[src/rtl/bp_pkg.sv]
// rtl/bp_pkg.sv - shared defaults, index type and saturating counter update for bp_counter_table
package bp_pkg;
  localparam int ADDR_WIDTH_DEF = 32;
  localparam int INDEX_BITS_DEF = 7;
  localparam int CTR_BITS_DEF   = 2;
  localparam int HIST_BITS_DEF  = 7;
  localparam int STAT_BITS_DEF  = 32;

  typedef logic [INDEX_BITS_DEF-1:0] bp_idx_t;

  // Counter values are carried zero-extended to 32 bits so one function serves every CTR_BITS.
  function automatic logic [31:0] ctr_next(input logic [31:0] ctr, input logic taken,
                                           input int ctr_bits = CTR_BITS_DEF);
    logic [31:0] ctr_max;
    ctr_max = (32'd1 << ctr_bits) - 32'd1;
    if (taken)
      return (ctr >= ctr_max) ? ctr_max : ctr + 32'd1;
    return (ctr == 32'd0) ? 32'd0 : ctr - 32'd1;
  endfunction
endpackage

[src/rtl/bp_counter_table_if.sv]
// rtl/bp_counter_table_if.sv - decoder lookup, ROB training, fetch/dispatch outputs and statistics
interface bp_counter_table_if import bp_pkg::*; #(
  parameter int ADDR_WIDTH = ADDR_WIDTH_DEF,
  parameter int INDEX_BITS = INDEX_BITS_DEF,
  parameter int STAT_BITS  = STAT_BITS_DEF
);
  logic                  rdy_in;
  logic                  decoder_bp_en_in;
  logic [ADDR_WIDTH-1:0] decoder_bp_pc_in;
  logic [ADDR_WIDTH-1:0] decoder_bp_target_in;
  logic                  bp_if_en_out;
  logic [ADDR_WIDTH-1:0] bp_if_pc_out;
  logic                  bp_instqueue_rst_out;
  logic                  bp_dispatcher_taken_out;
  logic [INDEX_BITS-1:0] bp_dispatcher_idx_out;
  logic                  rob_bp_en_in;
  logic                  rob_bp_taken_in;
  logic                  rob_bp_correct_in;
  logic [INDEX_BITS-1:0] rob_bp_idx_in;
  logic [STAT_BITS-1:0]  bp_stat_branches_out;
  logic [STAT_BITS-1:0]  bp_stat_mispred_out;

  modport master (
    output rdy_in, decoder_bp_en_in, decoder_bp_pc_in, decoder_bp_target_in,
           rob_bp_en_in, rob_bp_taken_in, rob_bp_correct_in, rob_bp_idx_in,
    input  bp_if_en_out, bp_if_pc_out, bp_instqueue_rst_out, bp_dispatcher_taken_out,
           bp_dispatcher_idx_out, bp_stat_branches_out, bp_stat_mispred_out
  );

  modport slave (
    input  rdy_in, decoder_bp_en_in, decoder_bp_pc_in, decoder_bp_target_in,
           rob_bp_en_in, rob_bp_taken_in, rob_bp_correct_in, rob_bp_idx_in,
    output bp_if_en_out, bp_if_pc_out, bp_instqueue_rst_out, bp_dispatcher_taken_out,
           bp_dispatcher_idx_out, bp_stat_branches_out, bp_stat_mispred_out
  );
endinterface

[src/rtl/bp_sat_ctr_array.sv]
// rtl/bp_sat_ctr_array.sv - saturating counter storage: async reset, combinational read, clocked write
module bp_sat_ctr_array import bp_pkg::*; #(
  parameter int INDEX_BITS = INDEX_BITS_DEF,
  parameter int CTR_BITS   = CTR_BITS_DEF
) (
  input  logic                  clk_in,
  input  logic                  rst_in,
  input  logic [INDEX_BITS-1:0] rd_idx,
  output logic [CTR_BITS-1:0]   rd_ctr,
  input  logic                  wr_en,
  input  logic [INDEX_BITS-1:0] wr_idx,
  input  logic                  wr_taken
);
  localparam int DEPTH = 1 << INDEX_BITS;
  // Weakly not-taken: one below the taken threshold.
  localparam logic [CTR_BITS-1:0] CTR_INIT = CTR_BITS'((1 << (CTR_BITS - 1)) - 1);

  logic [CTR_BITS-1:0] ctr_mem [DEPTH];
  logic [CTR_BITS-1:0] wr_next;

  assign rd_ctr  = ctr_mem[rd_idx];
  assign wr_next = CTR_BITS'(ctr_next(32'(ctr_mem[wr_idx]), wr_taken, CTR_BITS));

  always_ff @(posedge clk_in or posedge rst_in) begin
    if (rst_in) begin
      for (int i = 0; i < DEPTH; i++)
        ctr_mem[i] <= CTR_INIT;
    end else if (wr_en) begin
      ctr_mem[wr_idx] <= wr_next;
    end
  end
endmodule

[src/rtl/bp_counter_table.sv]
// rtl/bp_counter_table.sv - direction predictor top: index hashing, history, statistics, output muxing
// Optional BP_GSHARE_EN: XOR commit-time global history into the lookup index.
module bp_counter_table import bp_pkg::*; #(
  parameter int ADDR_WIDTH = ADDR_WIDTH_DEF,
  parameter int INDEX_BITS = INDEX_BITS_DEF,
  parameter int CTR_BITS   = CTR_BITS_DEF,
  parameter int HIST_BITS  = HIST_BITS_DEF,
  parameter int STAT_BITS  = STAT_BITS_DEF
) (
  input logic              clk_in,
  input logic              rst_in,
  bp_counter_table_if.slave bus
);
  localparam logic [STAT_BITS-1:0] STAT_MAX = '1;

  logic                  lookup_en;
  logic                  train_en;
  logic                  pred_taken;
  logic [INDEX_BITS-1:0] pc_idx;
  logic [INDEX_BITS-1:0] lookup_idx;
  logic [CTR_BITS-1:0]   lookup_ctr;
  logic [STAT_BITS-1:0]  stat_branches;
  logic [STAT_BITS-1:0]  stat_mispred;
  logic                  unused_pc;

  // Outputs are forced inactive while reset is held, not just after it.
  assign lookup_en = bus.decoder_bp_en_in & bus.rdy_in & ~rst_in;
  assign train_en  = bus.rob_bp_en_in & bus.rdy_in;
  assign pc_idx    = bus.decoder_bp_pc_in[INDEX_BITS+1:2];
  assign unused_pc = ^{bus.decoder_bp_pc_in[ADDR_WIDTH-1:INDEX_BITS+2], bus.decoder_bp_pc_in[1:0]};

`ifdef BP_GSHARE_EN
  logic [HIST_BITS-1:0] history;

  always_ff @(posedge clk_in or posedge rst_in) begin
    if (rst_in)
      history <= '0;
    else if (train_en)
      history <= {history[HIST_BITS-2:0], bus.rob_bp_taken_in};
  end

  assign lookup_idx = pc_idx ^ INDEX_BITS'(history);
`else
  assign lookup_idx = pc_idx;
`endif

  bp_sat_ctr_array #(
    .INDEX_BITS(INDEX_BITS),
    .CTR_BITS  (CTR_BITS)
  ) u_ctr_array (
    .clk_in  (clk_in),
    .rst_in  (rst_in),
    .rd_idx  (lookup_idx),
    .rd_ctr  (lookup_ctr),
    .wr_en   (train_en),
    .wr_idx  (bus.rob_bp_idx_in),
    .wr_taken(bus.rob_bp_taken_in)
  );

  assign pred_taken = lookup_en & lookup_ctr[CTR_BITS-1];

  assign bus.bp_if_en_out            = pred_taken;
  assign bus.bp_instqueue_rst_out    = pred_taken;
  assign bus.bp_dispatcher_taken_out = pred_taken;
  assign bus.bp_if_pc_out            = pred_taken ? bus.decoder_bp_target_in : '0;
  assign bus.bp_dispatcher_idx_out   = lookup_en ? lookup_idx : '0;

  always_ff @(posedge clk_in or posedge rst_in) begin
    if (rst_in) begin
      stat_branches <= '0;
      stat_mispred  <= '0;
    end else if (train_en) begin
      if (stat_branches != STAT_MAX)
        stat_branches <= stat_branches + STAT_BITS'(1);
      if (!bus.rob_bp_correct_in && stat_mispred != STAT_MAX)
        stat_mispred <= stat_mispred + STAT_BITS'(1);
    end
  end

  assign bus.bp_stat_branches_out = stat_branches;
  assign bus.bp_stat_mispred_out  = stat_mispred;
endmodule

[src/flat_wrapper.sv]
// flat-port wrapper written by rule: the top's interface ports become plain ports
module bp_counter_table_flat import bp_pkg::*;
#(
  parameter int ADDR_WIDTH = ADDR_WIDTH_DEF,
  parameter int INDEX_BITS = INDEX_BITS_DEF,
  parameter int CTR_BITS   = CTR_BITS_DEF,
  parameter int HIST_BITS  = HIST_BITS_DEF,
  parameter int STAT_BITS  = STAT_BITS_DEF
)
  (clk_in, rst_in, bus_rdy_in, bus_decoder_bp_en_in, bus_decoder_bp_pc_in, bus_decoder_bp_target_in, bus_rob_bp_en_in, bus_rob_bp_taken_in, bus_rob_bp_correct_in, bus_rob_bp_idx_in, bus_bp_if_en_out, bus_bp_if_pc_out, bus_bp_instqueue_rst_out, bus_bp_dispatcher_taken_out, bus_bp_dispatcher_idx_out, bus_bp_stat_branches_out, bus_bp_stat_mispred_out);
  bp_counter_table_if #(.ADDR_WIDTH(ADDR_WIDTH), .INDEX_BITS(INDEX_BITS), .STAT_BITS(STAT_BITS)) bus_i ();
  input logic clk_in;
  input logic rst_in;
  input wire logic [$bits(bus_i.rdy_in)-1:0] bus_rdy_in;
  input wire logic [$bits(bus_i.decoder_bp_en_in)-1:0] bus_decoder_bp_en_in;
  input wire logic [$bits(bus_i.decoder_bp_pc_in)-1:0] bus_decoder_bp_pc_in;
  input wire logic [$bits(bus_i.decoder_bp_target_in)-1:0] bus_decoder_bp_target_in;
  input wire logic [$bits(bus_i.rob_bp_en_in)-1:0] bus_rob_bp_en_in;
  input wire logic [$bits(bus_i.rob_bp_taken_in)-1:0] bus_rob_bp_taken_in;
  input wire logic [$bits(bus_i.rob_bp_correct_in)-1:0] bus_rob_bp_correct_in;
  input wire logic [$bits(bus_i.rob_bp_idx_in)-1:0] bus_rob_bp_idx_in;
  output wire logic [$bits(bus_i.bp_if_en_out)-1:0] bus_bp_if_en_out;
  output wire logic [$bits(bus_i.bp_if_pc_out)-1:0] bus_bp_if_pc_out;
  output wire logic [$bits(bus_i.bp_instqueue_rst_out)-1:0] bus_bp_instqueue_rst_out;
  output wire logic [$bits(bus_i.bp_dispatcher_taken_out)-1:0] bus_bp_dispatcher_taken_out;
  output wire logic [$bits(bus_i.bp_dispatcher_idx_out)-1:0] bus_bp_dispatcher_idx_out;
  output wire logic [$bits(bus_i.bp_stat_branches_out)-1:0] bus_bp_stat_branches_out;
  output wire logic [$bits(bus_i.bp_stat_mispred_out)-1:0] bus_bp_stat_mispred_out;
  assign bus_i.rdy_in = bus_rdy_in;
  assign bus_i.decoder_bp_en_in = bus_decoder_bp_en_in;
  assign bus_i.decoder_bp_pc_in = bus_decoder_bp_pc_in;
  assign bus_i.decoder_bp_target_in = bus_decoder_bp_target_in;
  assign bus_i.rob_bp_en_in = bus_rob_bp_en_in;
  assign bus_i.rob_bp_taken_in = bus_rob_bp_taken_in;
  assign bus_i.rob_bp_correct_in = bus_rob_bp_correct_in;
  assign bus_i.rob_bp_idx_in = bus_rob_bp_idx_in;
  assign bus_bp_if_en_out = bus_i.bp_if_en_out;
  assign bus_bp_if_pc_out = bus_i.bp_if_pc_out;
  assign bus_bp_instqueue_rst_out = bus_i.bp_instqueue_rst_out;
  assign bus_bp_dispatcher_taken_out = bus_i.bp_dispatcher_taken_out;
  assign bus_bp_dispatcher_idx_out = bus_i.bp_dispatcher_idx_out;
  assign bus_bp_stat_branches_out = bus_i.bp_stat_branches_out;
  assign bus_bp_stat_mispred_out = bus_i.bp_stat_mispred_out;
  bp_counter_table #(.ADDR_WIDTH(ADDR_WIDTH), .INDEX_BITS(INDEX_BITS), .CTR_BITS(CTR_BITS), .HIST_BITS(HIST_BITS), .STAT_BITS(STAT_BITS)) u_core (.clk_in(clk_in), .rst_in(rst_in), .bus(bus_i));
endmodule
[config.mk]
export PLATFORM = sky130hd
export DESIGN_NAME = bp_counter_table_flat
export DESIGN_NICKNAME = d
export VERILOG_FILES = /design/src/rtl/bp_pkg.sv /design/src/rtl/bp_counter_table_if.sv /design/src/rtl/bp_sat_ctr_array.sv /design/src/rtl/bp_counter_table.sv /design/src/flat_wrapper.sv
export SDC_FILE = /design/constraint.sdc
export NUM_CORES = 1
export LEC_CHECK = 0
export CAP_MARGIN = 20
export CORE_MARGIN = 2
export CORE_UTILIZATION = 55
export DETAILED_ROUTE_END_ITERATION = 10
export PLACE_DENSITY = 0.87
export SLEW_MARGIN = 5
export SYNTH_ARGS = -nofsm -noshare
export SYNTH_HDL_FRONTEND = slang
export SYNTH_SLANG_ARGS = --single-unit
export TNS_END_PERCENT = 30
[constraint.sdc]
create_clock -name clk_in -period 18.7 [get_ports clk_in]
set_input_delay 2.805 -clock clk_in [delete_from_list [all_inputs] [get_ports clk_in]]
set_output_delay 2.805 -clock clk_in [all_outputs]
set_load 0.03 [all_outputs]
==> flow_metrics.tcl, run 1 <==
set metrics [dict create \
    via_per_inst 6.71 \
    peakVddDrop_uv 81.0 \
    via_count 14550 \
    portBuffers 158 \
    post_drt_wl_per_cell_um 22.9 \
    yosys_warnings 0 \
    critPathCaptureType "output port" \
    synth.avg_cell_area_um2 10.1 \
    power_density_nw_per_um2 89.3 \
    syn_inst 1666 \
    fillCellCount 2129 \
    hold_ws_ns 0.459 \
    yosys.area.top_type "dfrtp_1" \
    synth_area_um2 16800 \
    drtAntennaViolNets 0 \
    cts_buffers 34 \
    htreeDepth 2 \
    synth_most_common_cell "nand2_1" \
    cp_data_required_time_ns 15.89 \
    dr.first_iter.drc_count 2278 \
    ys_top_cells_by_count "305 x nand2_1, 192 x dfrtp_1, 134 x a21oi_1, 128 x dfstp_2, 120 x a31oi_1" \
    seq_area_frac_synth 0.487 \
    insertion_delay_ns 0.53 \
    p_int_uw 1270 \
    period_share 0.504 \
    die_area_um2 31900 \
    path_class "in2out" \
    start_util 0.563 \
    p_switching_uw 487 \
    drt-total-wl_um 49600 \
    seq_power_share 0.455 \
    die_x_um 179 \
    max_cap_violations 0 \
    swShare 0.278 \
    slew_violations 0 \
    cts.sinks 320 \
    hold_class "reg2reg" \
    period_needed_ns 9.43 \
    slew_headroom 0.245 \
    rsz0062_at_grt "false" \
    grt_pass1_wl_um 78500 \
    p_leak_uw 0.00765 \
    yosys_register_bits 320 \
    place_congestion 0.901 \
    clock_path_buffers 3 \
    synth_edf_count 0 \
    p_total_uw 1750 \
    crit_fanout 33 \
    drtPass1Iterations 6 \
    grt.total_usage 0.314 \
    setup_viol 0 \
    fmax_mhz 106 \
    cts_hold_buf 0 \
    finalNetCount 1833 \
    grt_max_degree 182 \
    status "completed" \
    syn-num-nets 1746 \
    power.share.combinational 0.150 \
    design.core.area_um2 29800 \
    ys_types 65 \
    syn_to_final_growth_pct 17.2 \
    crit_arrival_ns 6.63 \
    path_clk_slew_ns 0.06 \
    synth_area_leaders "dfrtp_1 29%, dfstp_2 20%, mux4_2 8.7%" \
    cts_tree "built" \
    grt_pass1_vias 14525 \
    grt_overflow_total 0 \
    io-pin-count 184 \
    hpwl_um 29900 \
    antenna_found_initial 1 \
    drive_above_1_share 0.191 \
    cts_resized 0 \
    cp-start-kind "input port" \
    worst_slew_pin_slew_ns 1.13 \
    ctsRootBufferMaster "clkbuf_16" \
    hold_violations 0 \
    pwr-share-clk 0.395 \
    finClkSkew_ns 0.0243 \
    die_h_um 179 \
    synthArstFlopShare 1.00 \
    setup_tns_ns 0 \
    cts_setup_buffers 0 \
    synth_flop_cell "dfrtp_1" \
    fp-row-count 63 \
    yosysTopAreaCellShare 0.287 \
    drc_errors 0 \
]
## stage by stage
| step | area [um2] | std cells | setup slack (ns) | util |
|---|---|---|---|---|
| after CTS | 19600 | 2165 | 9.36 | 0.658 |
| after global routing | 19700 | 2168 | 9.19 | 0.660 |
| final | 19700 | 2169 | 9.27 | 0.660 |
| after detailed placement | 18500 | 2104 | 9.38 | 0.619 |
| after global placement | 18400 | 2101 | 9.22 | 0.618 |
| after floorplan | 16800 | 1666 | 7.25 | - |
## metal layers
| layer | GRT usage | part of all wire | vias to the layer above |
|---|---|---|---|
| li1 | - | - | 6228 |
| met1 | 0.423 | 0.37 | 7000 |
| met2 | 0.475 | 0.45 | 1086 |
| met3 | 0.0867 | 0.12 | 236 |
| met4 | 0.148 | 0.048 | 0 |
| met5 | 0 | 0 | - |
## worst max-delay path, cell delays in order
cell and delay [ns]:
clkdlybuf4s50_1 0.46, buf_4 0.48, mux4_2 0.58, mux4_2 0.47, nor2b_1 0.14, a211oi_1 0.25
a211oi_1 0.08, a21oi_1 0.21, nor3_2 0.12, buf_4 0.23, and2_1 0.17, clkdlybuf4s50_1 0.60
## flip-flops by register name, summed over array words and instances (netlist names)
signal                           count
u_core.u_ctr_array.ctr_mem         256
u_core.bus.bp_stat_mispred_out      32
u_core.bus.bp_stat_branches_out     32
## logic make-up (layout without fill, tap and decap cells)
logic type	Yosys count	in the layout	share of synthesized area
AND/OR/NAND/NOR	531	531	0.143
AO/OA/AOI/OAI	470	470	0.166
flip-flops	320	320	0.487
buffers and inverters	158	270	0.0456
multiplexers	121	121	0.123
XOR/XNOR	62	62	0.0324
adder cells (fa/ha/maj)	4	4	0.00284
other	0	1	0
## path summary, 6_finish.rpt
path	to	cells after the start	from	slack (ns)
max	bus_bp_if_pc_out[13]	12	bus_decoder_bp_pc_in[3]	9.27
min	u_core.u_ctr_array.ctr_mem[2]	2	u_core.u_ctr_array.ctr_mem[2]	0.46
max reg2reg	u_core.u_ctr_array.ctr_mem[201]	9	u_core.u_ctr_array.ctr_mem[145]	14.87
min reg2reg	u_core.u_ctr_array.ctr_mem[2]	2	u_core.u_ctr_array.ctr_mem[2]	0.46
max in group asynchronous	u_core.bus.bp_stat_branches_out[20]	3	rst_in	14.31
min in group asynchronous	u_core.u_ctr_array.ctr_mem[135]	2	rst_in	2.93
## cell usage in the layout, fill, tap and decap left out, drive strengths merged, types with 4 or more instances in the layout
master,instances
a21oi,134
a221o,4
a221oi,26
a22oi,13
a31oi,120
and2,48
and3,10
and4,7
buf,37
clkbuf,50
clkdlybuf4s50,154
clkinv,7
dfrtp,192
dfstp,128
inv,19
mux2,31
mux2i,25
mux4,65
nand2,305
nand2b,4
nand3,35
nand4,19
nor2,69
nor2b,10
nor3,11
o211ai,5
o21ai,132
o221ai,4
o22ai,4
o31ai,5
xnor2,45
xor2,17
## power groups by stage
stage | Sequential [uW] | Combinational (uW) | Clock (uW)
2_1_floorplan | 814 | 158 | 0
3_3_place_gp | 801 | 248 | 0
3_5_place_dp | 805 | 256 | 0
4_1_cts | 796 | 259 | 695
5_1_grt | 804 | 282 | 725
6_report | 798 | 264 | 693
## area by class of cell
cell class / count / area [um2] / area share
flip-flops and latches: 320 / 8170 / 0.416
clock inverters: 11 / 111 / 0.00567
clock buffers: 50 / 1030 / 0.0525
diodes: 1 / 2.50 / 0.000127
multi-input cells: 1188 / 7900 / 0.402
well taps: 390 / 488 / 0.0248
inverters: 18 / 75.1 / 0.00382
repair buffers: 191 / 1880 / 0.0957
Note: power is estimated with default switching activity, not from simulation.
==> run 2: changes to the inputs <==
- clock period: 18.7 -> 9.6 ns (I/O delays scaled with it)
==> flow_metrics.tcl, run 2 (synthesis gave the netlist of run 1 again) <==
set metrics [dict create \
    status "completed" \
    via_per_inst 6.76 \
    cp-start-kind "input port" \
    start_util 0.563 \
    min_from "u_core.u_ctr_array.ctr_mem[90]" \
    layout_commonest_cell "nand2_1" \
    grt_pass1_vias 14432 \
    slew_violations 0 \
    cts.sinks 320 \
    slowest_delay_ns 1.18 \
    syn_to_final_growth_pct 17.5 \
    fillCellCount 2112 \
    antenna_found_initial 1 \
    insertion_delay_ns 0.60 \
    r2r_start "u_core.u_ctr_array.ctr_mem[148]" \
    ctsRootBufferMaster "clkbuf_16" \
    cts_hold_buf 0 \
    fmax_mhz 137 \
    cts_resized 0 \
    largest_reg_flops 256 \
    drc_errors 0 \
    critPathTopFamily "buffers and inverters" \
    fp-row-count 63 \
    drtPass1Iterations 10 \
    n_antenna_cell 0 \
    die_h_um 179 \
    final_util 0.661 \
    portBuffers 158 \
    crit_start "bus_decoder_bp_pc_in[3]" \
    peakVddDrop_uv 152 \
    setup_viol 0 \
    grt_pass1_wl_um 77400 \
    worst_slew_pin_slew_ns 1.19 \
    crit_arrival_ns 5.87 \
    final_cell_mix "305 x nand2_1, 192 x dfrtp_1, 154 x clkdlybuf4s50_1" \
    finClkSkew_ns 0.0178 \
    instances_no_fill 2170 \
    slowest_stage "clkdlybuf4s50_1" \
    reg2reg_slack_ns 5.60 \
    p_leak_uw 0.00767 \
    power_density_nw_per_um2 174 \
    finalNetCount 1835 \
    rsz0062_at_grt "false" \
    hold_violations 0 \
    max_cap_violations 0 \
    die_area_um2 31900 \
    drtAntennaViolNets 0 \
    grt_max_degree 85 \
    io-pin-count 184 \
    drive_above_1_share 0.193 \
    grt.total_usage 0.309 \
    period_needed_ns 7.31 \
    cts_buffers 31 \
    worstPathCellList "clkdlybuf4s50_1 > buf_4 > mux4_2 > mux4_2 > nor2b_1 > a211oi_1 > a211oi_1 > a21oi_1 > nor3_2 > buf_4 > and2_1 > clkdlybuf4s50_1" \
    cts_tree "built" \
    clock_path_buffers 3 \
    post_drt_wl_per_cell_um 23.2 \
    critPathCaptureType "output port" \
    regArea_um2 8170 \
    period_share 0.762 \
    cts_setup_buffers 0 \
    hold_class "reg2reg" \
    crit_fanout 25 \
    grt_overflow_total 0 \
    cp_data_required_time_ns 8.16 \
    worst-path-buf-inv 4 \
    largest-register "u_core.u_ctr_array.ctr_mem" \
    p_total_uw 3420 \
    setup_tns_ns 0 \
    place_congestion 0.911 \
    drt-total-wl_um 50300 \
    place_inst 2106 \
    via_count 14669 \
    path_clk_slew_ns 0.06 \
    die_x_um 179 \
    hpwl_um 30300 \
    dr.first_iter.drc_count 2257 \
    multiInputGateArea_um2 7890 \
    path_class "in2out" \
    htreeDepth 1 \
    slew_headroom 0.207 \
    design.core.area_um2 29800 \
]
run 2: cell types whose count changed in the layout (fill, tap and decap cells not counted), sizes merged:
cell | previous run | this run
buf | 37 | 42
bufinv | 2 | 5
clkbuf | 50 | 41
clkinv | 7 | 9
clkinvlp | 1 | 3
diode | 1 | 0
inv | 19 | 18
run 2: worst register-to-register path, stage by stage, from the launching register on:
cell,delay (ns)
dfstp_2,0.37
mux4_2,0.45
mux2_2,0.28
o211ai_1,0.20
a31oi_1,0.10
and4b_1,0.44
and4b_1,0.26
maj3_4,0.65
buf_4,0.76
a31oi_1,0.29
run 2: final timing paths:
kind	to	cells past startpoint
setup / recovery	bus_bp_if_pc_out[27]	12
hold / removal	u_core.u_ctr_array.ctr_mem[90]	2
setup reg to reg	u_core.u_ctr_array.ctr_mem[147]	9
hold reg to reg	u_core.u_ctr_array.ctr_mem[90]	2
max in group asynchronous	u_core.u_ctr_array.ctr_mem[143]	5
min in group asynchronous	u_core.u_ctr_array.ctr_mem[215]	3
run 2: layout make-up:
type,count,area share
timing repair buffer,196,0.0992
sequential,320,0.415
tap,390,0.0248
clock inverter,17,0.0117
multi-input combinational,1188,0.401
clock buffer,41,0.0454
inverter,18,0.00362
run 2: power breakdown:
| part | switching, uW | internal, uW |
|---|---|---|
| Combinational | 315 | 207 |
| Sequential | 89.1 | 1470 |
| Clock | 554 | 791 |
| Total | 958 | 2460 |
run 2: metrics by stage:
step / setup WS, ns / hold WS, ns / instance area (um2)
global placement: 2.30 / 0.446 / 18400
detailed placement: 2.42 / 0.451 / 18400
finish: 2.29 / 0.457 / 19700
floorplan: 4.00 / 0.440 / 16800
CTS: 2.43 / 0.460 / 19500
global route: 2.22 / 0.475 / 19700
run 2: per-layer routing:
metal | up-vias | routed length [um] | track usage
met1 | 7077 | 18300 | 0.403
met5 | - | 13 | 0
met4 | 2 | 2680 | 0.149
met3 | 257 | 6470 | 0.0914
met2 | 1095 | 22900 | 0.474
li1 | 6238 | - | -
